<file path="src/rtl/mu_stage_pkg.sv">
// Shared definitions for the iterative multiply stage: word/product buses,
// FSM encoding and the operand magnitude helper.
package mu_stage_pkg;
  localparam int WORD_DATA_W  = 32;
  localparam int DWORD_DATA_W = 2 * WORD_DATA_W;
  localparam int CNT_W        = 5;

  typedef logic [WORD_DATA_W-1:0]  word_data_t;
  typedef logic [DWORD_DATA_W-1:0] dword_data_t;

  typedef enum logic [1:0] {
    IDLE = 2'd0,
    CALC = 2'd1,
    DONE = 2'd2
  } mu_state_e;

  // Unsigned magnitude; |-2^31| = 2^31 is exact in 32 unsigned bits.
  function automatic word_data_t mag(input word_data_t v);
    return v[WORD_DATA_W-1] ? (~v + word_data_t'(1)) : v;
  endfunction
endpackage

</file>
<file path="src/rtl/mu_core.sv">
// Radix-2 shift-add datapath: one multiplier bit per step, 32 steps per product.
module mu_core
  import mu_stage_pkg::*;
(
  input  logic                    clk,
  input  logic                    rst,
  input  logic                    load_i,
  input  logic                    step_i,
  input  logic [WORD_DATA_W-1:0]  mcand_i,
  input  logic [WORD_DATA_W-1:0]  mplier_i,
  output logic [DWORD_DATA_W-1:0] prod_o,
  output logic                    last_o
);
  logic [WORD_DATA_W-1:0]  mcand_q;
  logic [WORD_DATA_W-1:0]  mplier_q;
  logic [DWORD_DATA_W-1:0] prod_q;
  logic [CNT_W-1:0]        cnt_q;
  logic [WORD_DATA_W:0]    sum_d;
  logic [DWORD_DATA_W-1:0] prod_d;

  // Add into the upper half, then shift the whole partial product right.
  always_comb begin
    sum_d  = {1'b0, prod_q[DWORD_DATA_W-1:WORD_DATA_W]}
           + (mplier_q[0] ? {1'b0, mcand_q} : '0);
    prod_d = {sum_d, prod_q[WORD_DATA_W-1:1]};
  end

  // The stage captures the next value on the wrapping step, so expose prod_d.
  assign prod_o = prod_d;
  assign last_o = step_i && (cnt_q == CNT_W'(WORD_DATA_W - 1));

  always_ff @(posedge clk or posedge rst) begin
    if (rst) begin
      mcand_q  <= '0;
      mplier_q <= '0;
      prod_q   <= '0;
      cnt_q    <= '0;
    end else if (load_i) begin
      mcand_q  <= mcand_i;
      mplier_q <= mplier_i;
      prod_q   <= '0;
      cnt_q    <= '0;
    end else if (step_i) begin
      prod_q   <= prod_d;
      mplier_q <= mplier_q >> 1;
      cnt_q    <= cnt_q + CNT_W'(1);
    end
  end
endmodule

</file>
<file path="src/rtl/mu_stage.sv">
// Signed 32x32 iterative multiply stage with valid/ready intake and a one-cycle
// result pulse for the downstream accumulator.
module mu_stage
  import mu_stage_pkg::*;
(
  input  logic                   clk,
  input  logic                   reset,
  input  logic                   in_vld,
  output logic                   in_rdy,
  input  logic [WORD_DATA_W-1:0] x_in,
  input  logic [WORD_DATA_W-1:0] w_in,
  output logic [WORD_DATA_W-1:0] mu_out,
  output logic                   mu_rdy,
  output logic                   mu_off
);
  mu_state_e              state_q;
  logic                   sign_q;
  logic [WORD_DATA_W-1:0] mu_out_q;
  logic                   mu_off_q;
  logic                   mu_rdy_q;

  logic                    accept_d;
  logic                    last_d;
  logic [DWORD_DATA_W-1:0] prod_d;
  logic [DWORD_DATA_W-1:0] res_d;

  function automatic dword_data_t fix_sign(input dword_data_t m, input logic neg);
    return neg ? (~m + dword_data_t'(1)) : m;
  endfunction

  // Overflow when bits [63:31] are not a pure sign extension.
  function automatic logic word_ovf(input dword_data_t r);
    logic [WORD_DATA_W:0] hi;
    hi = r[DWORD_DATA_W-1:WORD_DATA_W-1];
    return !((&hi) || !(|hi));
  endfunction

  assign in_rdy   = (state_q != CALC);
  assign accept_d = in_vld && in_rdy;
  assign res_d    = fix_sign(prod_d, sign_q);

  mu_core u_core (
    .clk      (clk),
    .rst      (reset),
    .load_i   (accept_d),
    .step_i   (state_q == CALC),
    .mcand_i  (mag(x_in)),
    .mplier_i (mag(w_in)),
    .prod_o   (prod_d),
    .last_o   (last_d)
  );

  always_ff @(posedge clk or posedge reset) begin
    if (reset) begin
      state_q  <= IDLE;
      sign_q   <= 1'b0;
      mu_out_q <= '0;
      mu_off_q <= 1'b0;
      mu_rdy_q <= 1'b0;
    end else begin
      mu_rdy_q <= 1'b0;
      case (state_q)
        IDLE: if (accept_d) begin
          sign_q  <= x_in[WORD_DATA_W-1] ^ w_in[WORD_DATA_W-1];
          state_q <= CALC;
        end
        CALC: if (last_d) begin
          mu_out_q <= res_d[WORD_DATA_W-1:0];
          mu_off_q <= word_ovf(res_d);
          mu_rdy_q <= 1'b1;
          state_q  <= DONE;
        end
        DONE: if (accept_d) begin
          sign_q  <= x_in[WORD_DATA_W-1] ^ w_in[WORD_DATA_W-1];
          state_q <= CALC;
        end else begin
          state_q <= IDLE;
        end
        default: state_q <= IDLE;
      endcase
    end
  end

  assign mu_out = mu_out_q;
  assign mu_off = mu_off_q;
  assign mu_rdy = mu_rdy_q;
endmodule
</file>
<file path="config.mk">
export PLATFORM = sky130hd
export DESIGN_NAME = mu_stage
export DESIGN_NICKNAME = d
export VERILOG_FILES = /design/src/rtl/mu_stage_pkg.sv /design/src/rtl/mu_core.sv /design/src/rtl/mu_stage.sv
export SDC_FILE = /design/constraint.sdc
export NUM_CORES = 1
export LEC_CHECK = 0
export ABC_AREA = 1
export BUFFER_PORTS_ARGS = -buffer_cell sky130_fd_sc_hd__clkbuf_2
export CAP_MARGIN = 20
export CORE_MARGIN = 2
export CORE_UTILIZATION = 59
export DETAILED_ROUTE_END_ITERATION = 8
export GPL_TIMING_DRIVEN = 0
export HOLD_SLACK_MARGIN = 0.08
export PLACE_DENSITY = 0.79
export SYNTH_ARGS = -nofsm -noshare
export SYNTH_HDL_FRONTEND = slang
export SYNTH_SLANG_ARGS = --single-unit
</file>
<file path="constraint.sdc">
create_clock -name clk -period 6.4 [get_ports clk]
set_input_delay 0.64 -clock clk [delete_from_list [all_inputs] [get_ports clk]]
set_output_delay 0.64 -clock clk [all_outputs]
set_load 0.005 [all_outputs]
</file>
---- After elaboration in Yosys (flattened, before gate mapping) ----
Index checks and enable logic that the tools add are counted.
Widths: inputs -> output; s select.
word-level totals
  register bits after elaboration ......... 170
  bits of input ports ..................... 67
  output and inout bits ................... 35
  logic and storage cells ................. 53
operators by class
  $add $sub $neg .......................... 5
  equal/unequal tests ..................... 6
  mux-type cells .......................... 16
  bitwise gates (word level) .............. 4
  reductions and logical operators ........ 13
operator list
  kind                   count
  $mux 64                3
  $mux 32                5
  $add 32x1->32 const B  2
  $add 64x1->64 const B  1
  $not 32->32            2
  $not 64->64            1
  $add 32x33->33         1
  $reduce_and 33->1      1
  $reduce_or 33->1       1
  $mux 5                 2
  $pmux 2 s3             1
  $reduce_and 2->1       3
  $add 5x1->5 const B    1
  $eq 5x5->1 const B     1
  $mux 2                 2
  $ne 2x2->1 const B     2
  $mux 1                 3
  $eq 2x1->1 const B     1
  $eq 2x2->1 const B     1
  $logic_and 1x1->1      2
  $logic_not 1->1        2
  $logic_not 2->1        1
  $ne 2x1->1 const B     1
  $reduce_bool 2->1      1
  3 further kinds        3

---- Longest topological paths before layout ----
  depth after elaboration ................. 9
  gate-level depth with buffers ........... 31

---- Cells and area by module ----
A second synthesis with hierarchy kept.
unflattened totals
  cell total of the unflattened synthesis .. 2,081
  area, all modules ....................... 13,399.1 um^2
by module, submodules not included
  module    instances  cells each  area an instance (um^2)  seq. area each (um^2)
  mu_core   1          1,148       8,146.6                  3,303.2
  mu_stage  1          933         5,252.5                  925.9

---- Worst setup path after synthesis ----
Ideal clock, no wire load.
  path type ............................... reg-to-reg
  start ................................... register u_core.mplier_q[0]
  end ..................................... register mu_off_q (netlist: mu_off)
  data arrival time ....................... 3.082 ns
  data required time ...................... 6.282 ns
  path slack .............................. 3.200 ns
  stages on the path, launching flop included .. 28
  path buffers ............................ 2
  period minus slack after synthesis ...... 3.200 ns
  cells stage by stage .................... dfrtp_1 clkbuf_1 clkbuf_1 nand2_1 inv_1 ha_1 fa_1 or2_1 nand2_2 nand2_1 nor2_1 inv_1 nor2_1 nand2_1 nor2_1 nand2_1 nor2_1 nand2_1 nand2_1 nand2_1 nand2_1 nand2_1 nor2_1 nand2_1 nor2_1 nand3_1 nand3_1 nand2_1
on the way
  cells in the longest elaborated chain, start to end .. 9
  elaborated cells on any way between the ends .. 10
ends and longest elaborated chain
  item                      line            text
  start: declaration        mu_core.sv:15   logic [WORD_DATA_W-1:0] mplier_q;
  start signal: assignment  mu_core.sv:40   mplier_q <= mplier_i;
  start signal: assignment  mu_core.sv:45   mplier_q <= mplier_q >> 1;
  $mux 32 *                 mu_core.sv:24   + (mplier_q[0] ? {1'b0, mcand_q} : '0);
  $add 32x33->33 *          mu_core.sv:24
  $not 64->64               mu_stage.sv:28  return neg ? (~m + dword_data_t'(1)) : m;
  $add 64x1->64             mu_stage.sv:28
  $mux 64 *                 mu_stage.sv:28
  $reduce_or 33->1          mu_stage.sv:35  return !((&hi) || !(|hi));
  $logic_not 1->1           mu_stage.sv:35
  $logic_or 1x1->1 *        mu_stage.sv:35
  $logic_not 1->1 *         mu_stage.sv:35
  end signal: assignment    mu_stage.sv:69  mu_off_q <= word_ovf(res_d);
  end: declaration          mu_stage.sv:19  logic mu_off_q;
Every way passes the cells marked *; elsewhere a longest branch is shown, timed or not.
A chain may end at the register's enable or synchronous reset.

---- Worst setup path in the final report ----
Same ends and word-level chain as after synthesis.

==> results.md <==
* Design Area, Final at ~14,000 um^2
* Largest net degree at the start of global routing at 90
* CTS buffer count at 17
* Slew Viols, Final at 0
* DR pass1 iterations at 6
* Crit path from: u_core.mplier_q[0]$_DFFE_PP0P_
* CP max stage cell: clkbuf_1
* Clock Latency Late Sink at roughly 0.44 ns
* Syn avg cell area at roughly 6.4 um^2
* Layout fillers at 1,984
* EDFF count, synth at 0
* Fin util at 0.666
* Top cell type's share of synthesized area at 0.325
* Sink Count at roughly 170
* Pre-CTS WS at about 2.4 ns
* Fmax at roughly 250 MHz
* Worst-margin pin slew at roughly 0.96 ns
* Crit path DAT at 4.36 ns
* Crit path max fanout at 10
* Met2 global-route usage at 0.513
* Post-route setup slack at 2.37 ns
* Overall Power at ~7.6 mW
* Antenna diode count at 0
* Placed cell area at about 14,000 um^2
* Initial Utilization at 0.598
* GR Util All Layers at 0.315
* Leak pwr at around 8 nW
* Synth Cell Area at 13,000 um^2
* RSZ-0062 raised after global routing: no
* Synth area leader: dfrtp_1
* Syn Inst Count at around 2,000
* Die area at between 20,000 and 25,000 um^2
* Final Wtd Congestion at about 0.93
* WP depth at 29
* Combinational family with the most area after synthesis: simple AND/OR/NAND/NOR gates
* Routed len/inst at 15.0 um
* Port buffer count at 100
* DIE WIDTH at roughly 150 um
* Async SR Flop Fraction at 1.00
* Die Ht at roughly 150 um
* CTS max path bufs at 2
* CTS tree: yes
* # rows at 54
* Origin of the critical flop-to-flop path: u_core.mplier_q[0]$_DFFE_PP0P_
* Most common cell on crit path: nand2_1
* Initial DRC count at 995
* Commonest cells in the netlist: 694 x nand2_1, 268 x inv_1, 195 x nor2_1
* Yosys warns at 0
* Hold Path Class: input port to async pin
* DRC at 0
* Setup Viol. Count Final at 0
* Most frequent cell after synthesis: nand2_1
* Period utilisation layout at 0.629
* Net count after synthesis at around 2,100
* R2R depth at 29
* Mux cell area share after synthesis at 0
* Peak supply drop at roughly 0.00025 V
* Slew headroom at 0.357
* Status: completed
* Synth unique cells at 45
* Postcts setup bufs at 0
* Grt ovf at 0
* Worst EP required at roughly 6.7 ns
* Layer with the highest usage: met2
* Post-CTS sizing at 0
* Setup crit end: mu_off$_DFFE_PP0P_
* Met1 Use GR at 0.445
* Setup TNS at 0 ns
* Maximum capacitance violations at 0
* Critical path's top delay family: simple AND/OR/NAND/NOR gates
* Bufs and invs on worst path at 3
* DP Cell Count at around 2,400
* Post-Synth XOR/XNOR Area at 0.0451
* Most used DFF post-synth: dfrtp_1
* Sequential share of the synthesized area at 0.325
* Clock skew at roughly 0.010 ns
* Initial antenna violation count at 0
* H-tree depth reported by CTS at 4
* Register area at 4230 um^2
* GR Layer Usage met3 at 0.0429
* Root Driver: clkbuf_16
* Worst-path clk slew at around 0.08 ns
* Routed Antenna Nets at 0
* DPL Wire Length at 28,200 um
* Synth-to-layout area growth at 11.5%
* Period minus WS final at 4.03 ns
* Final Hold Fails at 0
* Slowest Stage Delay on Critical Path at about 0.38 ns
* Vias at 13,300
* #FFs+latches synth at approximately 170
* CP Launch Type: register
* Cells taking the most area after synthesis: dfrtp_1 33%, nand2_1 20%, inv_1 7.7%
* Layout Cells excl Fill at approximately 2,400
* Post-synthesis adder-cell area fraction at 0.0371
* Reg-to-reg endpoint: mu_off$_DFFE_PP0P_
* Synth Area in Compound Gates at 0.115
* Post-DR vias/cell at between 5 and 6
* # IOs at 102
* WS Path Type: register to register
* R2R setup slack at roughly 2.4 ns
* First-pass GRT wire length at 60,500 um
* Share of post-route cells with drive strength above 1 at 0.105
* Post-synthesis simple-gate area fraction at 0.379
* Hold buffer count at CTS at 0
* Vias in the first global route at between 10,000 and 15,000
* CP endpoint kind: register
* WHS at ~0.26 ns
* Multi-input logic area at 7490 um^2
* Pwr/cell area at about 530 nW/um^2
* WL final at approximately 36,000 um
* Core area at 21,800 um^2
* Final net count at ~2,200
==> worst register-to-register path, delay by kind of cell (launching register included) <==
kind | cells | cell delay [ns]
adder cells (fa/ha/maj) | 2 | 0.57
buffers and inverters | 3 | 0.74
flip-flops | 1 | 0.32
AND/OR/NAND/NOR | 24 | 2.30
==> layout make-up <==
type	count	share of cell area
well taps	280	0.0242
multi-input cells	1512	0.517
flip-flops and latches	169	0.292
inverters	280	0.0730
plain buffers	61	0.0159
repair buffers	101	0.0364
clock inverters	15	0.0123
clock buffers	17	0.0294
==> registers in the layout, indices dropped and copies added (netlist names) <==
register,count
state_q,2
u_core.prod_q,63
mu_rdy,1
sign_q,1
u_core.mplier_q,32
mu_off,1
u_core.cnt_q,5
mu_out,32
u_core.mcand_q,32
==> layer usage <==
layer	share of wire	wire length, um
met1	0.45	16600
met2	0.45	16400
met3	0.074	2680
met4	0.021	762
met5	0	0
==> report_power, final <==
part           switching [mW]  leakage, nW  internal, mW  total [mW]
registers               0.297         2.15          1.53        1.82
logic                    3.21         5.40          1.52        4.73
clock network           0.535        0.294         0.530        1.06
total                    4.04         7.85          3.58        7.61
==> worst min-delay path by stage <==
stage | startpoint | end | slack, ns | cells after the start
2_1_floorplan | u_core.mplier_q[13]$_DFFE_PP0P_ | u_core.mplier_q[13]$_DFFE_PP0P_ | 0.44 | 2
3_3_place_gp | u_core.mplier_q[13]$_DFFE_PP0P_ | u_core.mplier_q[13]$_DFFE_PP0P_ | 0.46 | 2
3_5_place_dp | u_core.mcand_q[29]$_DFFE_PP0P_ | u_core.mcand_q[29]$_DFFE_PP0P_ | 0.47 | 2
4_1_cts | reset | u_core.mplier_q[18]$_DFFE_PP0P_ | 0.29 | 2
5_1_grt | reset | u_core.mplier_q[19]$_DFFE_PP0P_ | 0.32 | 2
6_report | reset | u_core.mplier_q[19]$_DFFE_PP0P_ | 0.26 | 2
==> kinds of logic (layout without fill, tap and decap cells) <==
kind of cell	after synthesis	count (layout)
flops	169	169
compound gates	258	258
buf+inv	341	474
fa+ha+maj	38	38
xor+xnor	67	67
simple gates	1149	1149
==> placed cells by master (no fill, tap or decap), drive strengths merged, types with 6 or more instances in the layout <==
cell	instances
a21oi	51
buf	8
clkbuf	171
clkinv	8
dfrtp	169
ha	37
inv	287
nand2	722
nand3	127
nand3b	19
nand4	25
nor2	213
nor3	25
o211ai	7
o21ai	123
o21bai	6
o221ai	18
o22ai	31
o31ai	13
or2	9
xnor2	11
xor2	56
No activity file was read; power rests on OpenSTA's default activity.
